$ cat src/rtl/bcd_pkg.sv
// Shared definitions for the sequential binary-to-BCD converter.
//   bcd_state_t      : FSM state encoding (IDLE / SHIFT / DONE)
//   BCD_NUM_DIGITS   : number of BCD digits produced
//   BCD_MAX_VALUE    : largest value representable in four digits
//   BCD_NIB_W        : width of one BCD digit
//   BCD_SCR_W        : width of the BCD scratch register
package bcd_pkg;

  typedef enum logic [1:0] {
    IDLE  = 2'd0,
    SHIFT = 2'd1,
    DONE  = 2'd2
  } bcd_state_t;

  localparam int BCD_NUM_DIGITS = 4;
  localparam int BCD_MAX_VALUE  = 9999;
  localparam int BCD_NIB_W      = 4;
  localparam int BCD_SCR_W      = BCD_NUM_DIGITS * BCD_NIB_W;

endpackage

$ cat src/rtl/bcd_add3.sv
// Double-dabble digit correction: a nibble of 5 or more gets 3 added so that
// the following left shift carries correctly into the next decimal digit.
//   nib_i : BCD nibble before correction
//   nib_o : corrected nibble
module bcd_add3
  import bcd_pkg::*;
(
  input  logic [BCD_NIB_W-1:0] nib_i,
  output logic [BCD_NIB_W-1:0] nib_o
);

  assign nib_o = (nib_i >= 4'd5) ? nib_i + 4'd3 : nib_i;

endmodule

$ cat src/rtl/bin_to_bcd_seq.sv
// Sequential double-dabble converter: unsigned binary to four BCD digits.
// One shift per clock; the digit outputs are only written on completion so a
// downstream display multiplexer never sees a partial result. Inputs above
// 9999 saturate to 9999 and raise overflow alongside the digits.
//   clk, rst        : rising-edge clock, asynchronous active-high reset
//   start, bin      : conversion request and value, sampled only in IDLE
//   busy            : conversion in progress (registered, state != IDLE)
//   done            : one-cycle pulse, first IDLE cycle after completion
//   overflow        : last accepted bin exceeded 9999
//   digit1..digit4  : ones, tens, hundreds, thousands (plain BCD)
module bin_to_bcd_seq
  import bcd_pkg::*;
#(
  parameter int BIN_W = 14
) (
  input  logic             clk,
  input  logic             rst,
  input  logic             start,
  input  logic [BIN_W-1:0] bin,
  output logic             busy,
  output logic             done,
  output logic             overflow,
  output logic [3:0]       digit1,
  output logic [3:0]       digit2,
  output logic [3:0]       digit3,
  output logic [3:0]       digit4
);

  localparam int CNT_W = $clog2(BIN_W);
  // Compare in at least 14 bits so 9999 is representable; for narrower
  // inputs the zero-extended value can never exceed it.
  localparam int CMP_W = (BIN_W > 14) ? BIN_W : 14;
  localparam logic [CNT_W-1:0] CNT_LAST = CNT_W'(BIN_W - 1);

  bcd_state_t state_q, state_d;

  logic [BCD_SCR_W-1:0] scr_q, scr_d;
  logic [BIN_W-1:0]     bin_q, bin_d;
  logic [CNT_W-1:0]     cnt_q, cnt_d;
  logic                 ovf_pend_q, ovf_pend_d;
  logic                 busy_q, busy_d;
  logic                 done_q, done_d;
  logic                 ovf_q, ovf_d;
  logic [BCD_NUM_DIGITS-1:0][BCD_NIB_W-1:0] dig_q, dig_d;

  // Saturation
  logic [CMP_W-1:0] bin_ext;
  logic             over_max;
  logic [BIN_W-1:0] bin_sat;

  assign bin_ext  = CMP_W'(bin);
  assign over_max = bin_ext > CMP_W'(BCD_MAX_VALUE);
  assign bin_sat  = over_max ? BIN_W'(BCD_MAX_VALUE) : bin;

  // Per-digit add-3 correction of the scratch register
  logic [BCD_SCR_W-1:0] scr_adj;

  for (genvar g = 0; g < BCD_NUM_DIGITS; g++) begin : g_add3
    bcd_add3 u_add3 (
      .nib_i (scr_q  [g*BCD_NIB_W +: BCD_NIB_W]),
      .nib_o (scr_adj[g*BCD_NIB_W +: BCD_NIB_W])
    );
  end

  // Combined shift: binary MSB moves into the scratch LSB.
  logic [BCD_SCR_W+BIN_W-1:0] cat_sh;
  assign cat_sh = {scr_adj, bin_q} << 1;

  // State register
  always_ff @(posedge clk or posedge rst) begin
    if (rst) state_q <= IDLE;
    else     state_q <= state_d;
  end

  // Next-state logic
  always_comb begin
    state_d = state_q;
    unique case (state_q)
      IDLE:    if (start) state_d = SHIFT;
      SHIFT:   if (cnt_q == CNT_LAST) state_d = DONE;
      DONE:    state_d = IDLE;
      default: state_d = IDLE;
    endcase
  end

  // Datapath / output logic
  always_comb begin
    scr_d      = scr_q;
    bin_d      = bin_q;
    cnt_d      = cnt_q;
    ovf_pend_d = ovf_pend_q;
    ovf_d      = ovf_q;
    dig_d      = dig_q;
    unique case (state_q)
      IDLE: begin
        if (start) begin
          bin_d      = bin_sat;
          ovf_pend_d = over_max;
          scr_d      = '0;
          cnt_d      = '0;
        end
      end
      SHIFT: begin
        scr_d = cat_sh[BCD_SCR_W+BIN_W-1:BIN_W];
        bin_d = cat_sh[BIN_W-1:0];
        cnt_d = cnt_q + CNT_W'(1);
      end
      DONE: begin
        for (int i = 0; i < BCD_NUM_DIGITS; i++)
          dig_d[i] = scr_q[i*BCD_NIB_W +: BCD_NIB_W];
        ovf_d = ovf_pend_q;
      end
      default: ;
    endcase
    busy_d = (state_d != IDLE);
    done_d = (state_q == DONE);
  end

  always_ff @(posedge clk or posedge rst) begin
    if (rst) begin
      scr_q      <= '0;
      bin_q      <= '0;
      cnt_q      <= '0;
      ovf_pend_q <= 1'b0;
      busy_q     <= 1'b0;
      done_q     <= 1'b0;
      ovf_q      <= 1'b0;
      dig_q      <= '0;
    end else begin
      scr_q      <= scr_d;
      bin_q      <= bin_d;
      cnt_q      <= cnt_d;
      ovf_pend_q <= ovf_pend_d;
      busy_q     <= busy_d;
      done_q     <= done_d;
      ovf_q      <= ovf_d;
      dig_q      <= dig_d;
    end
  end

  assign busy     = busy_q;
  assign done     = done_q;
  assign overflow = ovf_q;
  assign digit1   = dig_q[0];
  assign digit2   = dig_q[1];
  assign digit3   = dig_q[2];
  assign digit4   = dig_q[3];

endmodule
$ cat config.mk
export PLATFORM = sky130hd
export DESIGN_NAME = bin_to_bcd_seq
export DESIGN_NICKNAME = d
export VERILOG_FILES = /design/src/rtl/bcd_pkg.sv /design/src/rtl/bcd_add3.sv /design/src/rtl/bin_to_bcd_seq.sv
export SDC_FILE = /design/constraint.sdc
export NUM_CORES = 1
export LEC_CHECK = 0
export BUFFER_PORTS_ARGS = -buffer_cell sky130_fd_sc_hd__buf_4
export CAP_MARGIN = 10
export CELL_PAD_IN_SITES_DETAIL_PLACEMENT = 2
export CELL_PAD_IN_SITES_GLOBAL_PLACEMENT = 2
export CORE_UTILIZATION = 37
export CTS_CLUSTER_DIAMETER = 30
export DETAILED_ROUTE_END_ITERATION = 7
export PLACE_DENSITY_LB_ADDON = 0.1
export SKIP_CTS_REPAIR_TIMING = 1
export SLEW_MARGIN = 30
export SYNTH_ARGS = -nofsm -noshare
export SYNTH_HDL_FRONTEND = slang
export SYNTH_SLANG_ARGS = --single-unit
$ cat constraint.sdc
create_clock -name clk -period 1.8 [get_ports clk]
set_input_delay 0.27 -clock clk [delete_from_list [all_inputs] [get_ports clk]]
set_output_delay 0.27 -clock clk [all_outputs]
set_load 0.1 [all_outputs]
==> impl_metrics.py, run 1 <==
metrics = {
    "run_status": {
        "run_status": "completed",
    },
    "yosys": {
        "synth-main-ff-cell": "dfrtp_1",
        "syn_inst": 228,
        "synth_top_family_by_area": "compound AO/OA/AOI/OAI gates",
        "synth_mux_area_share_pct": 3.95,
        "synth_edf_count": 0,
        "seq_area_frac_synth_pct": 54.7,
        "syn_area_sq_mm": 0.00256,
        "synthesis.nets": 255,
        "syn-mean-instance-area_sq_um": 11.2,
        "synth-compound-area-share_pct": 20.0,
        "ys.warnings.count": 0,
        "synth-simple-area-share_pct": 9.47,
        "synth-seq-cells": 56,
        "async_reset_ff_share_pct": 100,
        "synth-adder-area-share_pct": 4.88,
        "synth_xor_area_share_pct": 2.05,
        "ys_types": 43,
    },
    "clocking": {
        "h-tree-depth": 2,
        "clk_path_buf_depth": 2,
        "ctsRootBufferMaster": "clkbuf_8",
        "clock_sinks": 56,
        "path_clk_slew_ns": 0.11,
        "clk_latency_ns": 0.32,
        "cts_tree": "built",
        "numCtsBuffers": 5,
    },
    "sta": {
        "tightest_slew_ns": 0.449,
        "max_freq_mhz": 628,
        "setup_viol": 0,
        "timing.final.crit_share_pct": 88.4,
        "rsz0062_at_grt": "false",
        "tns_ns": 0,
        "fin_crit_ns": 1.59,
        "clock_skew_ns": 0.0133,
        "maxSlewHeadroom_pct": 70.0,
        "slew_violations": 0,
        "hold_violations": 0,
    },
    "power_and_ir_drop": {
        "power_frac_comb_pct": 50.6,
        "switchingPower_uw": 2760,
        "switching_share_pct": 47.4,
        "leakage_uw": 0.00148,
        "p_clk_share_pct": 12.7,
        "power.density_mw_per_mm2": 1900,
        "p_seq_share_pct": 36.6,
        "intPower_uw": 3060,
        "vdd_drop_max_v": 0.000603,
    },
    "placed_design": {
        "io_buffers": 35,
        "place.gp.congestion": 0.718,
        "place.detailed.hpwl_microns": 4420,
    },
    "route": {
        "wl_met3_microns": 161,
        "first_pass_iters": 5,
        "routed_wl_microns": 6050,
        "routed.top_layer": "met4",
        "wl_met2_microns": 2960,
        "drc": 0,
        "vias": 1912,
        "m1WireLength_microns": 2900,
        "drtAntennaViolNets": 0,
        "drt_iter0_drc": 85,
        "via_per_inst": 5.49,
        "avgRoutedWirePerCell_microns": 17.4,
    },
    "cells_and_area": {
        "nets": 297,
        "drive_gt1_share_pct": 26.6,
        "antenna_cells": 0,
        "utilization_pct": 47.0,
        "syn2layout_area_growth_pct": 19.8,
        "fillCellCount": 694,
    },
    "setup_path": {
        "cp-start-kind": "flop",
        "reg2reg_depth": 6,
        "worstPathMaxFanout": 4,
        "cp_data_required_time_ns": 2.00,
        "arrival_ns": 1.79,
        "worst_setup_path_end_kind": "flop",
        "crit_type": "reg2reg",
    },
    "global_routing": {
        "grt_pass1_wl_microns": 10700,
        "grt_max_degree": 27,
        "grt_overflow_total": 0,
        "grtUsageTotal_pct": 18.9,
        "antenna_found_initial": 0,
        "grt_pass1_vias": 2124,
    },
    "floorplan": {
        "die_x_microns": 85.2,
        "core_area_sq_mm": 0.00653,
        "start_util_pct": 39.3,
        "die_y_microns": 85.2,
        "row_count": 29,
        "io_pins": 36,
        "die_area_sq_mm": 0.00727,
    },
    "worst_hold_path": {
        "hold_class": "in2reg",
        "min_path_cells": 2,
    },
    "job": {
        "max_cap_viol_count": 0,
    },
}
-- layout make-up --
class	instances	area [sq um]	share of cell area, %
inverters	16	60.1	1.96
flip-flops and latches	56	1400	45.6
clock buffers	5	68.8	2.24
clock inverters	3	26.3	0.856
repair buffers	47	380	12.4
well taps	77	96.3	3.14
multi-input cells	144	1040	33.8
-- power by group through the flow --
stage	Sequential [uW]	Clock (uW)	Combinational [uW]
final	2130	741	2950
after global routing	2220	808	3240
after detailed placement	2170	0	2950
after floorplan	2820	0	1500
after CTS	2140	767	2990
after global placement	2140	0	2860
-- path summary, 6_finish.rpt --
check | startpoint | endpoint | slack, ns
worst max register to register | scr_q[0] | scr_q[1] | 0.21
worst min-delay path | bin[7] | bin_q[7] | 0.16
max in group asynchronous | rst | scr_q[13] | 0.66
worst max-delay path | scr_q[0] | scr_q[1] | 0.21
min in group asynchronous | rst | digit1[1] | 0.51
worst min register to register | digit4[0] | digit4[0] | 0.49
-- sequential cells by signal, summed over array words and instances (netlist names) --
register    cells
digit2          4
overflow        1
digit4          4
scr_q          16
digit1          4
state_q         2
cnt_q           4
ovf_pend_q      1
done            1
digit3          4
busy            1
bin_q          14
-- routing by layer --
metal  vias to the layer above  global-route usage [%]
met5                         -                       0
met4                         0                    4.16
met2                        38                    32.4
met3                         2                    3.50
met1                       966                    25.0
li1                        906                       -
-- stage by stage --
stage               hold slack [ns]  instances  total power [uW]  setup WS, ns  cell area (sq um)
finish                        0.157        348              5820         0.209               3070
global route                  0.160        348              6260        0.0641               3070
CTS                         -0.0383        347              5890         0.155               3060
detailed placement            0.314        339              5120         0.210               2960
global placement              0.302        339              5000         0.279               2960
floorplan                     0.386        228              4330         0.159               2560
-- critical path, cell delays in order (launching register included) --
cell and delay (ns):
dfrtp_1 0.42, inv_1 0.15, ha_1 0.22, nand2b_1 0.07
a21oi_1 0.34, xnor2_1 0.18, o22ai_1 0.10
-- kinds of logic after synthesis --
| logic type | after synthesis |
|---|---|
| buf+inv | 28 |
| compound gates | 72 |
| xor+xnor | 6 |
| simple gates | 47 |
| mux | 9 |
| flops | 56 |
| fa+ha+maj | 10 |
-- synth_stat cells (5+ instances only) --
library cell | number | area (sq um)
ha_1 | 10 | 125
o22ai_1 | 8 | 50.1
inv_1 | 15 | 56.3
a21oi_1 | 6 | 30.0
mux2_2 | 9 | 101
nand3_1 | 5 | 25.0
buf_2 | 7 | 35.0
nand2_1 | 18 | 67.6
nand2b_1 | 6 | 37.5
o21ai_0 | 17 | 85.1
nor2_1 | 8 | 30.0
dfrtp_1 | 56 | 1400
-- cell usage in the layout (no fill, tap or decap), types with 5 or more instances in the layout --
cell type | Yosys | routed
nand2_1 | 18 | 18
inv_1 | 15 | 14
buf_4 | 2 | 44
nand2b_1 | 6 | 6
mux2_2 | 9 | 9
dfrtp_1 | 56 | 56
nand3_1 | 5 | 5
ha_1 | 10 | 10
a21oi_1 | 6 | 5
o22ai_1 | 8 | 8
nor2_1 | 8 | 8
o21ai_0 | 17 | 17
clkbuf_8 | 0 | 5
Note: power is estimated with default switching activity, not from simulation.
==> run 2: changes to the inputs <==
--- a/config.mk
+++ b/config.mk
@@ -5,13 +5,13 @@
 export SDC_FILE = /design/constraint.sdc
 export NUM_CORES = 1
 export LEC_CHECK = 0
-export BUFFER_PORTS_ARGS = -buffer_cell sky130_fd_sc_hd__buf_4
 export CAP_MARGIN = 10
 export CELL_PAD_IN_SITES_DETAIL_PLACEMENT = 2
 export CELL_PAD_IN_SITES_GLOBAL_PLACEMENT = 2
-export CORE_UTILIZATION = 37
+export CORE_UTILIZATION = 44
 export CTS_CLUSTER_DIAMETER = 30
 export DETAILED_ROUTE_END_ITERATION = 7
+export DONT_BUFFER_PORTS = 1
 export PLACE_DENSITY_LB_ADDON = 0.1
 export SKIP_CTS_REPAIR_TIMING = 1
 export SLEW_MARGIN = 30
==> constraint.sdc (replaced) <==
create_clock -name clk -period 1.93 [get_ports clk]
set_input_delay 0.2895 -clock clk [delete_from_list [all_inputs] [get_ports clk]]
set_output_delay 0.2895 -clock clk [all_outputs]
set_load 0.1 [all_outputs]
==> run 2 against run 1 <==
Clock power fell by 11%; total power fell by 7.3%; combinational power fell by 15%; register-to-register slack got worse by 0.02 ns; non-clock buffer count fell by 24; final cell count fell by 8.3%.
==> impl_metrics.py, run 2 (same netlist as run 1, synthesis figures left out) <==
metrics = {
    "run_status": {
        "run_status": "completed",
    },
    "power_and_ir_drop": {
        "power.density_mw_per_mm2": 1890,
        "vdd_drop_max_v": 0.000761,
        "total_power_uw": 5400,
        "leakage_uw": 0.00135,
    },
    "placed_design": {
        "io_buffers": 0,
        "place.detailed.hpwl_microns": 4600,
        "place.gp.congestion": 0.810,
    },
    "global_routing": {
        "grt_max_degree": 57,
        "grt_pass1_vias": 2145,
        "grt_pass1_wl_microns": 11100,
        "grt_overflow_total": 0,
        "grtUsageTotal_pct": 23.8,
        "antenna_found_initial": 0,
    },
    "setup_path": {
        "cpPeakStageDelay_ns": 0.41,
        "cp-start-kind": "flop",
        "slowest_stage": "dfrtp_1",
        "crit_type": "reg2reg",
        "arrival_ns": 1.91,
        "cp_data_required_time_ns": 2.10,
        "worstPathMaxFanout": 4,
        "worst_setup_path_end_kind": "flop",
        "crit_chain": "inv_1 -> ha_1 -> nand2b_1 -> a21oi_1 -> nand3_1 -> o311ai_1",
    },
    "floorplan": {
        "start_util_pct": 46.0,
        "io_pins": 36,
        "core_area_sq_mm": 0.00557,
        "row_count": 27,
        "die_area_sq_mm": 0.00614,
        "die_x_microns": 78.3,
        "die_y_microns": 78.3,
    },
    "cells_and_area": {
        "nets": 273,
        "drive_gt1_share_pct": 18.2,
        "syn2layout_area_growth_pct": 11.7,
        "antenna_cells": 0,
        "top_register": "scr_q",
        "fillCellCount": 569,
        "largest_register_ff_count": 16,
        "layout_common_cells": "dfrtp_1, buf_4, nand2_1",
        "reg.largest.list": "scr_q: 16 flops, bin_q: 14 flops",
        "final_common_cell": "dfrtp_1",
    },
    "route": {
        "routed.top_layer": "met4",
        "routed_wl_microns": 6600,
        "via_per_inst": 5.91,
        "drt_iter0_drc": 126,
        "drc": 0,
        "wl_met2_microns": 3450,
        "wl_met3_microns": 248,
        "m1WireLength_microns": 2780,
        "drtAntennaViolNets": 0,
        "avgRoutedWirePerCell_microns": 20.7,
        "vias": 1884,
        "first_pass_iters": 4,
    },
    "clocking": {
        "path_clk_slew_ns": 0.10,
        "cts_tree": "built",
        "numCtsBuffers": 5,
        "clock_sinks": 56,
        "clk_latency_ns": 0.31,
        "clk_path_buf_depth": 2,
        "h-tree-depth": 2,
        "ctsRootBufferMaster": "clkbuf_8",
    },
    "sta": {
        "maxSlewHeadroom_pct": 39.8,
        "tns_ns": 0,
        "slew_violations": 0,
        "tightest_slew_ns": 0.903,
        "hold_violations": 0,
        "timing.final.crit_share_pct": 90.2,
        "max_freq_mhz": 574,
        "setup_viol": 0,
        "fin_crit_ns": 1.74,
        "rsz0062_at_grt": "false",
        "clock_skew_ns": 0.00712,
    },
    "job": {
        "max_cap_viol_count": 0,
    },
    "worst_hold_path": {
        "hold_class": "in2reg",
    },
}
==> run 2: critical path: cells and delay by family, from the launching register on <==
kind	cells	cell delay (ns)
buf+inv	1	0.16
compound gates	2	0.53
fa+ha+maj	1	0.23
simple gates	2	0.27
flops	1	0.41
==> run 2: layout make-up <==
class                           count  area, sq um  share of cell area (%)
Inverter                           16         60.1                    2.10
Tap cell                           72         90.1                    3.15
Sequential cell                    56         1400                    49.0
Clock buffer                        8         90.1                    3.15
Timing Repair Buffer               23          188                    6.56
Multi-Input combinational cell    144         1030                    36.1
==> run 2: path summary, 6_finish.rpt <==
check | to | start | slack, ns | depth (start not counted)
setup / recovery | scr_q[10] | scr_q[8] | 0.19 | 6
hold / removal | bin_q[5] | bin[5] | 0.09 | 1
setup reg to reg | scr_q[10] | scr_q[8] | 0.19 | 6
hold reg to reg | digit1[0] | digit1[0] | 0.49 | 2
max in group asynchronous | bin_q[11] | rst | 1.19 | 3
min in group asynchronous | digit1[2] | rst | 0.49 | 3
==> run 2: metrics by stage <==
| step | hold slack [ns] | instances | cell area (sq um) | setup slack, ns | util, % |
|---|---|---|---|---|---|
| floorplan | 0.406 | 228 | 2560 | 0.269 | - |
| CTS | -0.0800 | 318 | 2850 | 0.185 | 51.2 |
| global route | 0.0876 | 319 | 2860 | 0.0907 | 51.4 |
| global placement | 0.250 | 310 | 2760 | 0.443 | 49.6 |
| detailed placement | 0.253 | 310 | 2760 | 0.325 | 49.6 |
| finish | 0.0927 | 319 | 2860 | 0.189 | 51.4 |
==> run 2: where the power goes <==
part	total (uW)	switching (uW)	internal [uW]	leakage [uW]
combinational	2500	1610	889	0.000585
sequential	2240	622	1620	0.000723
clock	662	368	294	0.0000455
==> run 2: metal layers <==
layer	vias to the layer above	global-route usage [%]
met5	-	0
met4	0	7.41
met3	14	4.77
met2	55	42.9
met1	967	28.6
li1	848	-
